`src/rtl/dram_arbiter_if.sv`:
```
// dram_arbiter_if: bundles the two requester ports and the RAM port of the
// data-RAM arbiter.
//   m0_*  : MEM-stage port (read/write, byte lanes, high priority)
//   m1_*  : instruction-fetch port (read-only)
//   ram_* : single-port RAM; ram_rdata is combinational from ram_addr
// slave  modport: the arbiter side.
// master modport: requesters plus RAM model (the environment side).
interface dram_arbiter_if;
  localparam int unsigned AW = 32;
  localparam int unsigned DW = 32;
  localparam int unsigned SW = 4;

  logic          m0_req;
  logic          m0_we;
  logic [AW-1:0] m0_addr;
  logic [SW-1:0] m0_sel;
  logic [DW-1:0] m0_wdata;
  logic [DW-1:0] m0_rdata;
  logic          m0_ack;
  logic          m0_stall;

  logic          m1_req;
  logic [AW-1:0] m1_addr;
  logic [DW-1:0] m1_rdata;
  logic          m1_ack;
  logic          m1_stall;

  logic          ram_ce;
  logic          ram_we;
  logic [AW-1:0] ram_addr;
  logic [SW-1:0] ram_sel;
  logic [DW-1:0] ram_wdata;
  logic [DW-1:0] ram_rdata;

  modport slave (
    input  m0_req, m0_we, m0_addr, m0_sel, m0_wdata,
    output m0_rdata, m0_ack, m0_stall,
    input  m1_req, m1_addr,
    output m1_rdata, m1_ack, m1_stall,
    output ram_ce, ram_we, ram_addr, ram_sel, ram_wdata,
    input  ram_rdata
  );

  modport master (
    output m0_req, m0_we, m0_addr, m0_sel, m0_wdata,
    input  m0_rdata, m0_ack, m0_stall,
    output m1_req, m1_addr,
    input  m1_rdata, m1_ack, m1_stall,
    input  ram_ce, ram_we, ram_addr, ram_sel, ram_wdata,
    output ram_rdata
  );
endinterface

```
`src/rtl/dram_arbiter.sv`:
```
// dram_arbiter: shares the single-port byte-lane data RAM between the MEM
// stage (port 0, priority) and instruction fetch (port 1, read-only).
// Each access runs IDLE -> ACCESS (one RAM cycle) -> RESP (one-cycle ack).
// A starvation counter lets port 1 through after STARVE_LIMIT consecutive
// port-0 wins while it waits (0 disables that and gives fixed priority).
// Ports:
//   clk  : system clock, rising edge
//   rst  : synchronous active-high reset
//   bus  : dram_arbiter_if.slave (m0_*, m1_*, ram_* signals)
// Outputs are registered except m*_stall and ram_ce/ram_we, which are
// combinational (stall from req/ack; RAM strobes gated by rst).
module dram_arbiter #(
  parameter int unsigned STARVE_LIMIT = 4
) (
  input  logic           clk,
  input  logic           rst,
  dram_arbiter_if.slave  bus
);

  localparam int unsigned AW = 32;
  localparam int unsigned DW = 32;
  localparam int unsigned SW = 4;
  localparam int unsigned CW = 4;
  localparam logic [CW-1:0] LIMIT    = CW'(STARVE_LIMIT);
  localparam logic [CW-1:0] CNT_MAX  = '1;
  localparam logic          LIMIT_EN = (STARVE_LIMIT != 0);

  typedef enum logic [1:0] {
    IDLE   = 2'd0,
    ACCESS = 2'd1,
    RESP   = 2'd2
  } state_t;

  typedef struct packed {
    logic          we;
    logic [AW-1:0] addr;
    logic [SW-1:0] sel;
    logic [DW-1:0] wdata;
  } acc_t;

  state_t        r_state, w_state_nxt;
  acc_t          r_acc, w_acc_nxt;
  logic          r_grant, w_grant_nxt;      // 0 = port 0, 1 = port 1
  logic [CW-1:0] r_starve, w_starve_nxt;
  logic          r_m0_ack, w_m0_ack_nxt;
  logic          r_m1_ack, w_m1_ack_nxt;
  logic [DW-1:0] r_m0_rdata, r_m1_rdata;
  logic          w_any_req;
  logic          w_pick1;
  logic          w_grant_p1;

  assign w_any_req = bus.m0_req | bus.m1_req;
  // Port 1 wins when alone, or when it has waited through LIMIT port-0 grants.
  assign w_pick1   = bus.m1_req & (~bus.m0_req | (LIMIT_EN & (r_starve == LIMIT)));
  assign w_grant_p1 = (r_state == IDLE) & w_pick1;

  // Next-state, request latch, ack generation
  always_comb begin
    w_state_nxt  = r_state;
    w_acc_nxt    = r_acc;
    w_grant_nxt  = r_grant;
    w_m0_ack_nxt = 1'b0;
    w_m1_ack_nxt = 1'b0;
    case (r_state)
      IDLE: begin
        if (w_any_req) begin
          w_state_nxt = ACCESS;
          w_grant_nxt = w_pick1;
          if (w_pick1) begin
            w_acc_nxt = '{we: 1'b0, addr: bus.m1_addr, sel: '1, wdata: '0};
          end else begin
            w_acc_nxt = '{we: bus.m0_we, addr: bus.m0_addr, sel: bus.m0_sel,
                          wdata: bus.m0_wdata};
          end
        end
      end
      ACCESS: begin
        w_state_nxt  = RESP;
        w_m0_ack_nxt = ~r_grant;
        w_m1_ack_nxt = r_grant;
      end
      RESP:    w_state_nxt = IDLE;
      default: w_state_nxt = IDLE;
    endcase
  end

  // Starvation counter: counts port-0 wins while port 1 is waiting
  always_comb begin
    w_starve_nxt = r_starve;
    if (!bus.m1_req || w_grant_p1) begin
      w_starve_nxt = '0;
    end else if ((r_state == IDLE) && bus.m0_req && (r_starve != CNT_MAX)) begin
      w_starve_nxt = r_starve + CW'(1);
    end
  end

  // State and datapath registers
  always_ff @(posedge clk) begin
    if (rst) begin
      r_state    <= IDLE;
      r_acc      <= '0;
      r_grant    <= 1'b0;
      r_starve   <= '0;
      r_m0_ack   <= 1'b0;
      r_m1_ack   <= 1'b0;
      r_m0_rdata <= '0;
      r_m1_rdata <= '0;
    end else begin
      r_state  <= w_state_nxt;
      r_acc    <= w_acc_nxt;
      r_grant  <= w_grant_nxt;
      r_starve <= w_starve_nxt;
      r_m0_ack <= w_m0_ack_nxt;
      r_m1_ack <= w_m1_ack_nxt;
      // Read data is captured at the end of the RAM cycle, also on writes.
      if (r_state == ACCESS) begin
        if (r_grant) r_m1_rdata <= bus.ram_rdata;
        else         r_m0_rdata <= bus.ram_rdata;
      end
    end
  end

  // Reset gates the strobes so an in-flight write never lands.
  assign bus.ram_ce    = (r_state == ACCESS) & ~rst;
  assign bus.ram_we    = (r_state == ACCESS) & r_acc.we & ~rst;
  assign bus.ram_addr  = r_acc.addr;
  assign bus.ram_sel   = r_acc.sel;
  assign bus.ram_wdata = r_acc.wdata;

  assign bus.m0_ack   = r_m0_ack;
  assign bus.m0_rdata = r_m0_rdata;
  assign bus.m0_stall = bus.m0_req & ~r_m0_ack;
  assign bus.m1_ack   = r_m1_ack;
  assign bus.m1_rdata = r_m1_rdata;
  assign bus.m1_stall = bus.m1_req & ~r_m1_ack;

endmodule

```
`src/flat_wrapper.sv`:
```
// flat-port wrapper written by rule: the top's interface ports become plain ports
module dram_arbiter_flat 
#(
  parameter int unsigned STARVE_LIMIT = 4
)
  (clk, rst, bus_m0_req, bus_m0_we, bus_m0_addr, bus_m0_sel, bus_m0_wdata, bus_m0_rdata, bus_m0_ack, bus_m0_stall, bus_m1_req, bus_m1_addr, bus_m1_rdata, bus_m1_ack, bus_m1_stall, bus_ram_ce, bus_ram_we, bus_ram_addr, bus_ram_sel, bus_ram_wdata, bus_ram_rdata);
  dram_arbiter_if bus_i ();
  input  logic clk;
  input  logic rst;
  input wire logic [$bits(bus_i.m0_req)-1:0] bus_m0_req;
  input wire logic [$bits(bus_i.m0_we)-1:0] bus_m0_we;
  input wire logic [$bits(bus_i.m0_addr)-1:0] bus_m0_addr;
  input wire logic [$bits(bus_i.m0_sel)-1:0] bus_m0_sel;
  input wire logic [$bits(bus_i.m0_wdata)-1:0] bus_m0_wdata;
  output wire logic [$bits(bus_i.m0_rdata)-1:0] bus_m0_rdata;
  output wire logic [$bits(bus_i.m0_ack)-1:0] bus_m0_ack;
  output wire logic [$bits(bus_i.m0_stall)-1:0] bus_m0_stall;
  input wire logic [$bits(bus_i.m1_req)-1:0] bus_m1_req;
  input wire logic [$bits(bus_i.m1_addr)-1:0] bus_m1_addr;
  output wire logic [$bits(bus_i.m1_rdata)-1:0] bus_m1_rdata;
  output wire logic [$bits(bus_i.m1_ack)-1:0] bus_m1_ack;
  output wire logic [$bits(bus_i.m1_stall)-1:0] bus_m1_stall;
  output wire logic [$bits(bus_i.ram_ce)-1:0] bus_ram_ce;
  output wire logic [$bits(bus_i.ram_we)-1:0] bus_ram_we;
  output wire logic [$bits(bus_i.ram_addr)-1:0] bus_ram_addr;
  output wire logic [$bits(bus_i.ram_sel)-1:0] bus_ram_sel;
  output wire logic [$bits(bus_i.ram_wdata)-1:0] bus_ram_wdata;
  input wire logic [$bits(bus_i.ram_rdata)-1:0] bus_ram_rdata;
  assign bus_i.m0_req = bus_m0_req;
  assign bus_i.m0_we = bus_m0_we;
  assign bus_i.m0_addr = bus_m0_addr;
  assign bus_i.m0_sel = bus_m0_sel;
  assign bus_i.m0_wdata = bus_m0_wdata;
  assign bus_m0_rdata = bus_i.m0_rdata;
  assign bus_m0_ack = bus_i.m0_ack;
  assign bus_m0_stall = bus_i.m0_stall;
  assign bus_i.m1_req = bus_m1_req;
  assign bus_i.m1_addr = bus_m1_addr;
  assign bus_m1_rdata = bus_i.m1_rdata;
  assign bus_m1_ack = bus_i.m1_ack;
  assign bus_m1_stall = bus_i.m1_stall;
  assign bus_ram_ce = bus_i.ram_ce;
  assign bus_ram_we = bus_i.ram_we;
  assign bus_ram_addr = bus_i.ram_addr;
  assign bus_ram_sel = bus_i.ram_sel;
  assign bus_ram_wdata = bus_i.ram_wdata;
  assign bus_i.ram_rdata = bus_ram_rdata;
  dram_arbiter #(.STARVE_LIMIT(STARVE_LIMIT)) u_core (.clk(clk), .rst(rst), .bus(bus_i));
endmodule
```
`config.mk`:
```
export PLATFORM = sky130hd
export DESIGN_NAME = dram_arbiter_flat
export DESIGN_NICKNAME = d
export VERILOG_FILES = /design/src/rtl/dram_arbiter_if.sv /design/src/rtl/dram_arbiter.sv /design/src/flat_wrapper.sv
export SDC_FILE = /design/constraint.sdc
export NUM_CORES = 1
export LEC_CHECK = 0
export BUFFER_PORTS_ARGS = -buffer_cell sky130_fd_sc_hd__buf_2
export CAP_MARGIN = 10
export CORE_MARGIN = 4
export CORE_UTILIZATION = 49
export CTS_BUF_LIST = sky130_fd_sc_hd__clkbuf_8
export DETAILED_ROUTE_END_ITERATION = 12
export GPL_ROUTABILITY_DRIVEN = 0
export GPL_TIMING_DRIVEN = 0
export HOLD_SLACK_MARGIN = 0.12
export PLACE_DENSITY_LB_ADDON = 0.12
export SYNTH_ARGS = -nofsm -noshare
export SYNTH_HDL_FRONTEND = slang
export SYNTH_SLANG_ARGS = --single-unit
export TNS_END_PERCENT = 10
```
`constraint.sdc`:
```
create_clock -name clk -period 2.3 [get_ports clk]
set_input_delay 0.23 -clock clk [delete_from_list [all_inputs] [get_ports clk]]
set_output_delay 0.23 -clock clk [all_outputs]
set_load 0.01 [all_outputs]
```
==> qor.csv, run 1 <==
metric,value,unit
power density over cell area,660,nW/um^2
placed inst area,7910,um^2
CP Class,reg -> reg,
H-tree depth,4,
Required @ worst endpoint,2.68,ns
Root Buffer,clkbuf_8,
Slew headroom,0.460,
Syn Inst Count,768,
wire length per cell,16.5,um
vias per inst,5.36,
fillers,1078,
"Hold Vio Cnt, Final",0,
Post-Syn Area,6330,um^2
Final Cell Area,8970,um^2
TNS Setup,0,ns
post-route clock skew,0.00707,ns
worst-skew pair later-pin latency,0.45,ns
"Avg Cell Area, Syn",8.25,um^2
Leak,4.02,nW
"Seq/Total Area, Yosys",0.449,
Die H,122,um
Port Buf Inserts,272,
Final Slew Violations,0,
largest net degree at the start of global routing,17,
Initial DRT Pass Iterations,5,
Syn. warnings,0,
final worst path period need,2.07,ns
Worst-Margin Slew,0.808,ns
Die X-Extent,122,um
CTS sink cnt,142,
nets,1263,
final setup violating endpoints,0,
GRT overflow,0,
post-cts sizing count,0,
DRC,0,
cts bufs inserted,17,
startpoint types,register,
Cell variety after synth,34,
area grow syn2layout,41.6,%
Worst VDD drop,0.439,mV
Core Area,12600,um^2
via count of the first global-routing pass,6827,
crit path capture type,register,
first-pass GRT wire length,33300,um
post-CTS setup buffer count,0,
clock buffer depth,2,
starting utilization of the core area,0.502,
smallest hold slack,0.146,ns
CTS tree,built,
share of cells above drive strength 1,0.336,
GRT Util Overall,0.282,
final WL,21600,um
Tcrit/Tclk final,0.900,
Max Fclk,483,MHz
ANT nets after route,0,
RSZ-0062 raised after global routing,false,
HP Class,in -> reg,
Std-Cell Rows,41,
vias,7030,
Synthesized Nets,907,
Post-DP HPWL,14600,um
status,finished clean,
clock slew at reported path FFs,0.08,ns
area of the die,14800,um^2
critical path arrival,2.45,ns
max_cap viols,0,
Boundary Pins,275,
initial antenna violation count,1,
number of DRC violations after detailed-routing iteration 0,462,
synthesized flop and latch total,142,
Crit Path Max Fanout,10,
[report_power, final]
part	internal, W	switching [W]	total, W	leakage (nW)
Sequential	0.00262	0.0000860	0.00270	1.16
Clock	0.00107	0.000955	0.00202	0.203
Combinational	0.000567	0.000624	0.00119	2.66
[worst max-delay path, cell delays in order (launching register included)]
cell      delay [ns]
dfxtp_1         0.40
inv_1           0.06
ha_1            0.19
nand4b_1        0.31
buf_2           0.31
clkbuf_1        0.40
nand4_1         0.16
a21oi_1         0.16
[kinds of logic after synthesis]
logic type / after synthesis / synth area share
simple gates: 257 / 0.222
compound gates: 213 / 0.191
buf+inv: 154 / 0.134
flops: 142 / 0.449
fa+ha+maj: 2 / 0.00395
[timing repair]
action,4_1_cts,5_1_grt
hold buffers,65,0
hold endpoints to repair,97,0
setup endpoints to repair,0,0
[layer usage]
layer	global-route usage	wire length (um)	vias to the layer above
li1	-	-	3408
met1	0.324	8370	3213
met2	0.477	10500	345
met3	0.0952	2070	62
met4	0.122	635	2
met5	0	7	-
[worst paths after layout]
check	from	endpoint	slack [ns]	depth (start not counted)
worst max-delay path	u_core.r_starve[0]$_SDFFE_PP0P_	u_core.bus.ram_wdata[19]$_SDFFE_PP0P_	0.23	7
worst min-delay path	bus_m1_addr[6]	u_core.bus.ram_addr[6]$_SDFFE_PP0P_	0.15	3
worst max register to register	u_core.r_starve[0]$_SDFFE_PP0P_	u_core.bus.ram_wdata[19]$_SDFFE_PP0P_	0.23	7
worst min register to register	u_core.bus.m0_rdata[30]$_SDFFE_PP0P_	u_core.bus.m0_rdata[30]$_SDFFE_PP0P_	0.45	2
[cell type report]
cell class	instances	area, um^2	share of cell area
sequential	142	2840	0.317
buffer	150	832	0.0928
tap	172	215	0.0240
multi-input combinational	472	2640	0.295
antenna	3	7.51	0.000837
clock inverter	10	113	0.0126
timing repair buffer	337	2010	0.224
inverter	4	15.0	0.00167
clock buffer	21	289	0.0322
[Yosys cell counts, drive strengths merged]
library cell	number	share of area
and4b	32	0.051
o31ai	1	0.0012
and3b	1	0.0014
nor3	5	0.0040
nor2b	2	0.0020
a31oi	1	0.00099
a21o	1	0.0012
or3b	3	0.0042
nor4	34	0.034
nand2b	2	0.0020
nand2	128	0.076
nand3	1	0.00079
inv	4	0.0024
a2111oi	32	0.044
nor2	4	0.0024
nand4	33	0.033
a21oi	135	0.11
o21ai	36	0.028
or2	2	0.0020
or3	2	0.0020
clkbuf	71	0.042
and2	2	0.0020
dfxtp	142	0.45
a211oi	7	0.0083
ha	2	0.0040
nand4b	1	0.0014
and3	1	0.00099
buf	79	0.089
nor3b	3	0.0036
nand3b	1	0.0012
[cell usage in the layout (no fill, tap or decap), types with 2 or more instances in the layout]
cell / instances
a2111oi_0: 32
clkbuf_8: 21
nor3_1: 5
ha_1: 2
a211oi_1: 7
clkinv_4: 2
nand2_1: 128
nor3b_1: 3
dfxtp_1: 142
buf_2: 280
and2_1: 2
clkinv_2: 4
or3_1: 2
nor2b_1: 2
inv_1: 4
or3b_1: 2
nor2_1: 4
a21oi_1: 135
dlygate4sd3_1: 65
clkinvlp_4: 2
nand4_1: 33
o21ai_0: 36
nor4_1: 34
nand2b_1: 2
buf_1: 2
clkbuf_1: 71
and4b_1: 32
bufinv_16: 2
buf_4: 69
diode_2: 3
[metrics by stage]
step / cells / power [W] / utilization / setup slack, ns
final: 1311 / 0.00592 / 0.711 / 0.231
after global routing: 1308 / 0.00617 / 0.710 / 0.0394
after CTS: 1308 / 0.00592 / 0.710 / 0.239
after detailed placement: 1212 / 0.00384 / 0.627 / 0.304
after global placement: 1212 / 0.00383 / 0.627 / 0.345
after floorplan: 768 / 0.00340 / - / 0.717
[sequential cells by signal, indices dropped and copies added (netlist names)]
| name | cells |
|---|---|
| u_core.bus.m0_rdata | 32 |
| u_core.bus.m1_rdata | 32 |
| u_core.bus.ram_addr | 32 |
| u_core.bus.ram_wdata | 32 |
| u_core.bus.ram_sel | 4 |
| u_core.r_starve | 4 |
| u_core.r_state | 2 |
| u_core.bus.m0_ack | 1 |
| u_core.bus.m1_ack | 1 |
| u_core.r_acc | 1 |
| u_core.r_grant | 1 |
(Power assumes the default switching activity.)
==> inputs of run 2 (changes only) <==
- CORE_UTILIZATION: 49 -> 45
==> qor.csv, run 2 (same netlist as run 1, synthesis figures left out) <==
metric,value,unit,change
post-route clock skew,0.00684,ns,-0.000230 ns
Worst VDD drop,0.401,mV,-8.6%
CP max stage delay,0.41,ns,about the same
starting utilization of the core area,0.458,,-0.0438
H-tree depth,4,,unchanged
hold path cells,3,,unchanged
Std-Cell Rows,43,,+4.9%
clock buffer depth,2,,unchanged
Reg2Reg Capture Point,u_core.bus.ram_wdata[18]$_SDFFE_PP0P_,,
placed inst area,7920,um^2,+0.13%
Required @ worst endpoint,2.67,ns,about the same
Root Buffer,clkbuf_8,,
"Hold Vio Cnt, Final",0,,unchanged
vias,7009,,-0.30%
power density over cell area,649,nW/um^2,-1.6%
worst-skew pair later-pin latency,0.44,ns,about the same
"most common cell after layout, fill and taps aside",buf_2,,
Core Area,13800,um^2,+9.6%
DRC,0,,unchanged
Slew headroom,0.553,,+0.0936
Inserted Diodes,0,,-3
area grow syn2layout,41.2,%,
ANT nets after route,0,,unchanged
Worst Hold End,u_core.bus.ram_addr[5]$_SDFFE_PP0P_,,
final setup violating endpoints,0,,unchanged
CTS tree,built,,
CP Cell Sequence,inv_1 -> ha_1 -> nand4b_1 -> buf_2 -> clkbuf_1 -> nand4_1 -> a21oi_1,,
most frequent cells in the layout,"280 x buf_2, 142 x dfxtp_1, 135 x a21oi_1",,
RSZ-0062 raised after global routing,false,,
max_cap viols,0,,unchanged
Comb power frac,0.205,,+0.004
via count of the first global-routing pass,6744,,-1.2%
RR Startpoint,u_core.r_starve[0]$_SDFFE_PP0P_,,
nets,1263,,unchanged
Seq pwr share,0.465,,+0.008
Max Fclk,490,MHz,+1.4%
Tcrit/Tclk final,0.887,,-0.0125
Crit Path Max Fanout,10,,unchanged
area of the die,16000,um^2,+8.3%
cts bufs inserted,17,,unchanged
GRT Util Overall,0.256,,-0.0263
final worst path period need,2.04,ns,-0.0287 ns
Boundary Pins,275,,unchanged
Met2 Routed Length,10300,um,-1.9%
met3 WL,1920,um,-7.3%
Clk pwr share,0.330,,-0.012
share of cells above drive strength 1,0.334,,-0.00264
first-pass GRT wire length,33400,um,+0.33%
Post-Route Utilization,0.647,,-0.0639
Worst-Margin Slew,0.668,ns,-0.140 ns
Die X-Extent,127,um,+4.1%
TNS Setup,0,ns,unchanged
Leak,4.01,nW,-0.22%
Initial DRT Pass Iterations,5,,unchanged
critical path arrival,2.41,ns,-0.04 ns
clock slew at reported path FFs,0.08,ns,about the same
number of DRC violations after detailed-routing iteration 0,531,,+15%
Post-DP HPWL,15000,um,+3.0%
Multi-input gate area,2640,um^2,unchanged
CP Class,reg -> reg,,
worst path buffer plus inverter count,3,,unchanged
highest metal used,met5,,
initial antenna violation count,1,,unchanged
largest net degree at the start of global routing,17,,unchanged
crit path capture type,register,,
status,finished clean,,
HP Start,bus_m1_addr[5],,
Final Cell Area,8940,um^2,-0.28%
startpoint types,register,,
Port Buf Inserts,272,,unchanged
GRT overflow,0,,unchanged
wire length per cell,16.3,um,-1.2%
Cell Int Power,0.00415,W,-2.3%
R2R setup slack,0.26,ns,+0.03 ns
fillers,1254,,+16%
Die H,127,um,+4.1%
vias per inst,5.33,,-0.68%
post-cts sizing count,0,,unchanged
M1 WL,8550,um,+2.0%
switching fraction of total power,0.284,,+0.00282
HP Class,in -> reg,,
final WL,21400,um,-0.85%
CTS sink cnt,142,,unchanged
crit path max-delay cell type,dfxtp_1,,
"delay-heaviest family, CP",buffers and inverters,,
Final Slew Violations,0,,unchanged
Seq. cell area,2840,um^2,unchanged
Reg2Reg Depth,7,,unchanged
Switch Pwr,0.00165,W,-0.90%
==> run 2: changes by cell type in the layout (fill, tap and decap cells not counted), sizes merged <==
| cell | before | now |
|---|---|---|
| inv | 4 | 8 |
| diode | 3 | 0 |
| clkinvlp | 2 | 3 |
| clkinv | 6 | 4 |
| clkbuf | 92 | 89 |
==> run 2: layout make-up <==
| class | count | area share |
|---|---|---|
| Buffer | 150 | 0.0930 |
| Inverter | 4 | 0.00168 |
| Multi-Input combinational cell | 472 | 0.295 |
| Clock inverter | 13 | 0.0141 |
| Clock buffer | 18 | 0.0277 |
| Tap cell | 180 | 0.0252 |
| Sequential cell | 142 | 0.318 |
| Timing Repair Buffer | 337 | 0.225 |
==> run 2: per-stage QoR <==
step | std cells | setup WS, ns | hold slack [ns] | total power (W)
finish | 1316 | 0.260 | 0.159 | 0.00580
global route | 1316 | 0.0948 | 0.167 | 0.00606
CTS | 1316 | 0.308 | 0.139 | 0.00583
detailed placement | 1220 | 0.331 | 0.443 | 0.00384
global placement | 1220 | 0.339 | 0.439 | 0.00384
floorplan | 768 | 0.717 | 0.366 | 0.00340
==> run 2: tightest hold or removal path, delay by kind of cell <==
family / cells / cell delay (ns)
simple gates: 1 / 0.19
compound gates: 1 / 0.04
buf+inv: 1 / 0.07
==> run 2: layer usage <==
layer,vias up,GRT usage
met5,-,0
li1,3406,-
met2,321,0.440
met3,57,0.0800
met1,3223,0.299
met4,2,0.0940
==> run 2: power by group through the flow <==
stage	combinational, W	clock (W)	sequential (W)
after floorplan	0.000640	0	0.00276
after global placement	0.00109	0	0.00275
after detailed placement	0.00109	0	0.00275
after CTS	0.00118	0.00195	0.00270
after global routing	0.00130	0.00205	0.00272
final	0.00119	0.00191	0.00270
==> run 2: worst max-delay path by stage <==
stage	start	to	slack [ns]	depth (start not counted)
3_3_place_gp	u_core.r_starve[0]$_SDFFE_PP0P_	u_core.bus.ram_wdata[26]$_SDFFE_PP0P_	0.34	7
2_1_floorplan	u_core.r_starve[0]$_SDFFE_PP0P_	u_core.bus.ram_wdata[23]$_SDFFE_PP0P_	0.72	7
6_report	u_core.r_starve[0]$_SDFFE_PP0P_	u_core.bus.ram_wdata[18]$_SDFFE_PP0P_	0.26	7
3_5_place_dp	u_core.r_starve[0]$_SDFFE_PP0P_	u_core.bus.ram_wdata[26]$_SDFFE_PP0P_	0.33	7
4_1_cts	u_core.r_starve[0]$_SDFFE_PP0P_	u_core.bus.ram_wdata[26]$_SDFFE_PP0P_	0.31	7
5_1_grt	u_core.r_starve[0]$_SDFFE_PP0P_	u_core.bus.ram_wdata[19]$_SDFFE_PP0P_	0.09	7
==> run 2: what timing repair did <==
action	in CTS	in global routing
hold buffers	65	0
hold endpoints to repair	97	0
buffers inserted	0	0
==> inputs of run 3 (changes only) <==
- CELL_PAD_IN_SITES_DETAIL_PLACEMENT: unset -> 0
- CELL_PAD_IN_SITES_GLOBAL_PLACEMENT: unset -> 1
- CORE_UTILIZATION: 45 -> 35
==> qor.csv, run 3 (same netlist as run 1, synthesis figures left out) <==
metric,value,unit,change
status,finished clean,,
crit path capture type,register,,
post-CTS setup buffer count,0,,unchanged
Std-Cell Rows,48,,+12%
wire length per cell,16.3,um,+0.53%
power density over cell area,647,nW/um^2,-0.29%
H-tree depth,4,,unchanged
Crit Path Max Fanout,10,,unchanged
critical path arrival,2.44,ns,+0.03 ns
Required @ worst endpoint,2.67,ns,about the same
via count of the first global-routing pass,6693,,-0.76%
startpoint types,register,,
"Hold Vio Cnt, Final",0,,unchanged
Final Non-Filler Cells,1363,,+3.6%
"most common cell after layout, fill and taps aside",buf_2,,
Slew headroom,0.539,,-0.0147
post-route clock skew,0.0113,ns,+0.00446 ns
Die H,143,um,+13%
ANT nets after route,0,,unchanged
final WL,22300,um,+4.1%
starting utilization of the core area,0.361,,-0.0969
Final Slew Violations,0,,unchanged
Tcrit/Tclk final,0.898,,+0.0113
share of cells above drive strength 1,0.336,,+0.00235
Root Buffer,clkbuf_8,,
final worst path period need,2.07,ns,+0.0260 ns
Max Fclk,484,MHz,-1.3%
most frequent cells in the layout,"280 x buf_2, 142 x dfxtp_1, 135 x a21oi_1",,
Worst Hold End,u_core.bus.ram_addr[7]$_SDFFE_PP0P_,,
nets,1263,,unchanged
largest net degree at the start of global routing,17,,unchanged
HP Start,bus_m1_addr[7],,
cts bufs inserted,17,,unchanged
HP Class,in -> reg,,
worst-skew pair later-pin latency,0.45,ns,about the same
vias per inst,5.03,,-5.5%
GRT Util Overall,0.213,,-0.0429
post-cts sizing count,0,,unchanged
dpl cells,1265,,+3.7%
CTS tree,built,,
CTS sink cnt,142,,unchanged
Leak,4.00,nW,-0.31%
vias,6861,,-2.1%
area grow syn2layout,42.2,%,
Worst-Margin Slew,0.690,ns,+0.0220 ns
GRT overflow,0,,unchanged
Reg2Reg Capture Point,u_core.bus.ram_wdata[20]$_SDFFE_PP0P_,,
number of DRC violations after detailed-routing iteration 0,321,,-40%
RSZ-0062 raised after global routing,false,,
Post-DP HPWL,16000,um,+6.3%
final setup violating endpoints,0,,unchanged
Boundary Pins,275,,unchanged
Port Buf Inserts,272,,unchanged
Initial DRT Pass Iterations,4,,-1
Die X-Extent,143,um,+13%
first-pass GRT wire length,34800,um,+4.1%
Reg2Reg Depth,7,,unchanged
RR Startpoint,u_core.r_starve[0]$_SDFFE_PP0P_,,
hold path cells,3,,unchanged
Worst VDD drop,0.338,mV,-16%
max_cap viols,0,,unchanged
CP Class,reg -> reg,,
initial antenna violation count,0,,-1
clock slew at reported path FFs,0.08,ns,about the same
DRC,0,,unchanged
TNS Setup,0,ns,unchanged
R2R setup slack,0.23,ns,-0.03 ns
area of the die,20300,um^2,+27%
clock buffer depth,2,,unchanged
Core Area,17500,um^2,+27%
## run 3: changes by cell type in the layout (fill, tap and decap cells not counted), sizes merged
cell	delta
clkinvlp	+2
clkbuf	+1
inv	-1
diode	+1
bufinv	-1
## run 3: per-stage QoR
step / utilization / total power, W / setup slack [ns] / hold WS, ns / area [um^2]
final: 0.514 / 0.00583 / 0.234 / 0.162 / 9010
after global routing: 0.513 / 0.00611 / 0.0349 / 0.146 / 9000
after CTS: 0.513 / 0.00589 / 0.242 / 0.135 / 9000
after detailed placement: 0.455 / 0.00386 / 0.258 / 0.444 / 7980
after global placement: 0.455 / 0.00386 / 0.274 / 0.439 / 7980
after floorplan: - / 0.00340 / 0.717 / 0.366 / 6330
## run 3: worst max path at each step
| stage | from | end | slack [ns] | cells past startpoint |
|---|---|---|---|---|
| 4_1_cts | u_core.r_starve[0]$_SDFFE_PP0P_ | u_core.bus.ram_wdata[27]$_SDFFE_PP0P_ | 0.24 | 7 |
| 2_1_floorplan | u_core.r_starve[0]$_SDFFE_PP0P_ | u_core.bus.ram_wdata[23]$_SDFFE_PP0P_ | 0.72 | 7 |
| 6_report | u_core.r_starve[0]$_SDFFE_PP0P_ | u_core.bus.ram_wdata[20]$_SDFFE_PP0P_ | 0.23 | 7 |
| 3_3_place_gp | u_core.r_starve[0]$_SDFFE_PP0P_ | u_core.bus.ram_wdata[21]$_SDFFE_PP0P_ | 0.27 | 7 |
| 5_1_grt | u_core.r_starve[0]$_SDFFE_PP0P_ | u_core.bus.ram_wdata[12]$_SDFFE_PP0P_ | 0.03 | 7 |
| 3_5_place_dp | u_core.r_starve[0]$_SDFFE_PP0P_ | u_core.bus.ram_wdata[26]$_SDFFE_PP0P_ | 0.26 | 7 |
## run 3: power by group
group,internal (W),switching [W]
clock network,0.000913,0.00103
registers,0.00262,0.0000805
logic,0.000567,0.000625
## run 3: routing by layer
| metal | global-route usage | wire length [um] | vias to the layer above |
|---|---|---|---|
| li1 | - | - | 3408 |
| met1 | 0.264 | 9300 | 3182 |
| met2 | 0.362 | 10800 | 250 |
| met3 | 0.0612 | 1900 | 21 |
| met4 | 0.0585 | 266 | 0 |
| met5 | 0 | 0 | - |
## run 3: repair_timing
| item | 4_1_cts | 5_1_grt |
|---|---|---|
| endpoints found under the setup margin | 0 | 0 |
| hold buffers | 65 | 0 |
| endpoints found under the hold margin | 97 | 0 |
## run 3: worst max-delay path, stage by stage, from the launching register on
cell and delay, ns:
dfxtp_1 0.40, inv_1 0.06, ha_1 0.19, nand4b_1 0.32, buf_2 0.32, clkbuf_1 0.38, nand4_1 0.18, a21oi_1 0.15
## run 3: layout make-up
class	instances	area [um^2]
fill	1807	8530
inverter	4	15.0
clock buffer	19	262
timing repair buffer	337	2010
clock inverter	13	116
sequential	142	2840
tap	225	282
buffer	150	832
antenna	1	2.50
multi-input combinational	472	2640
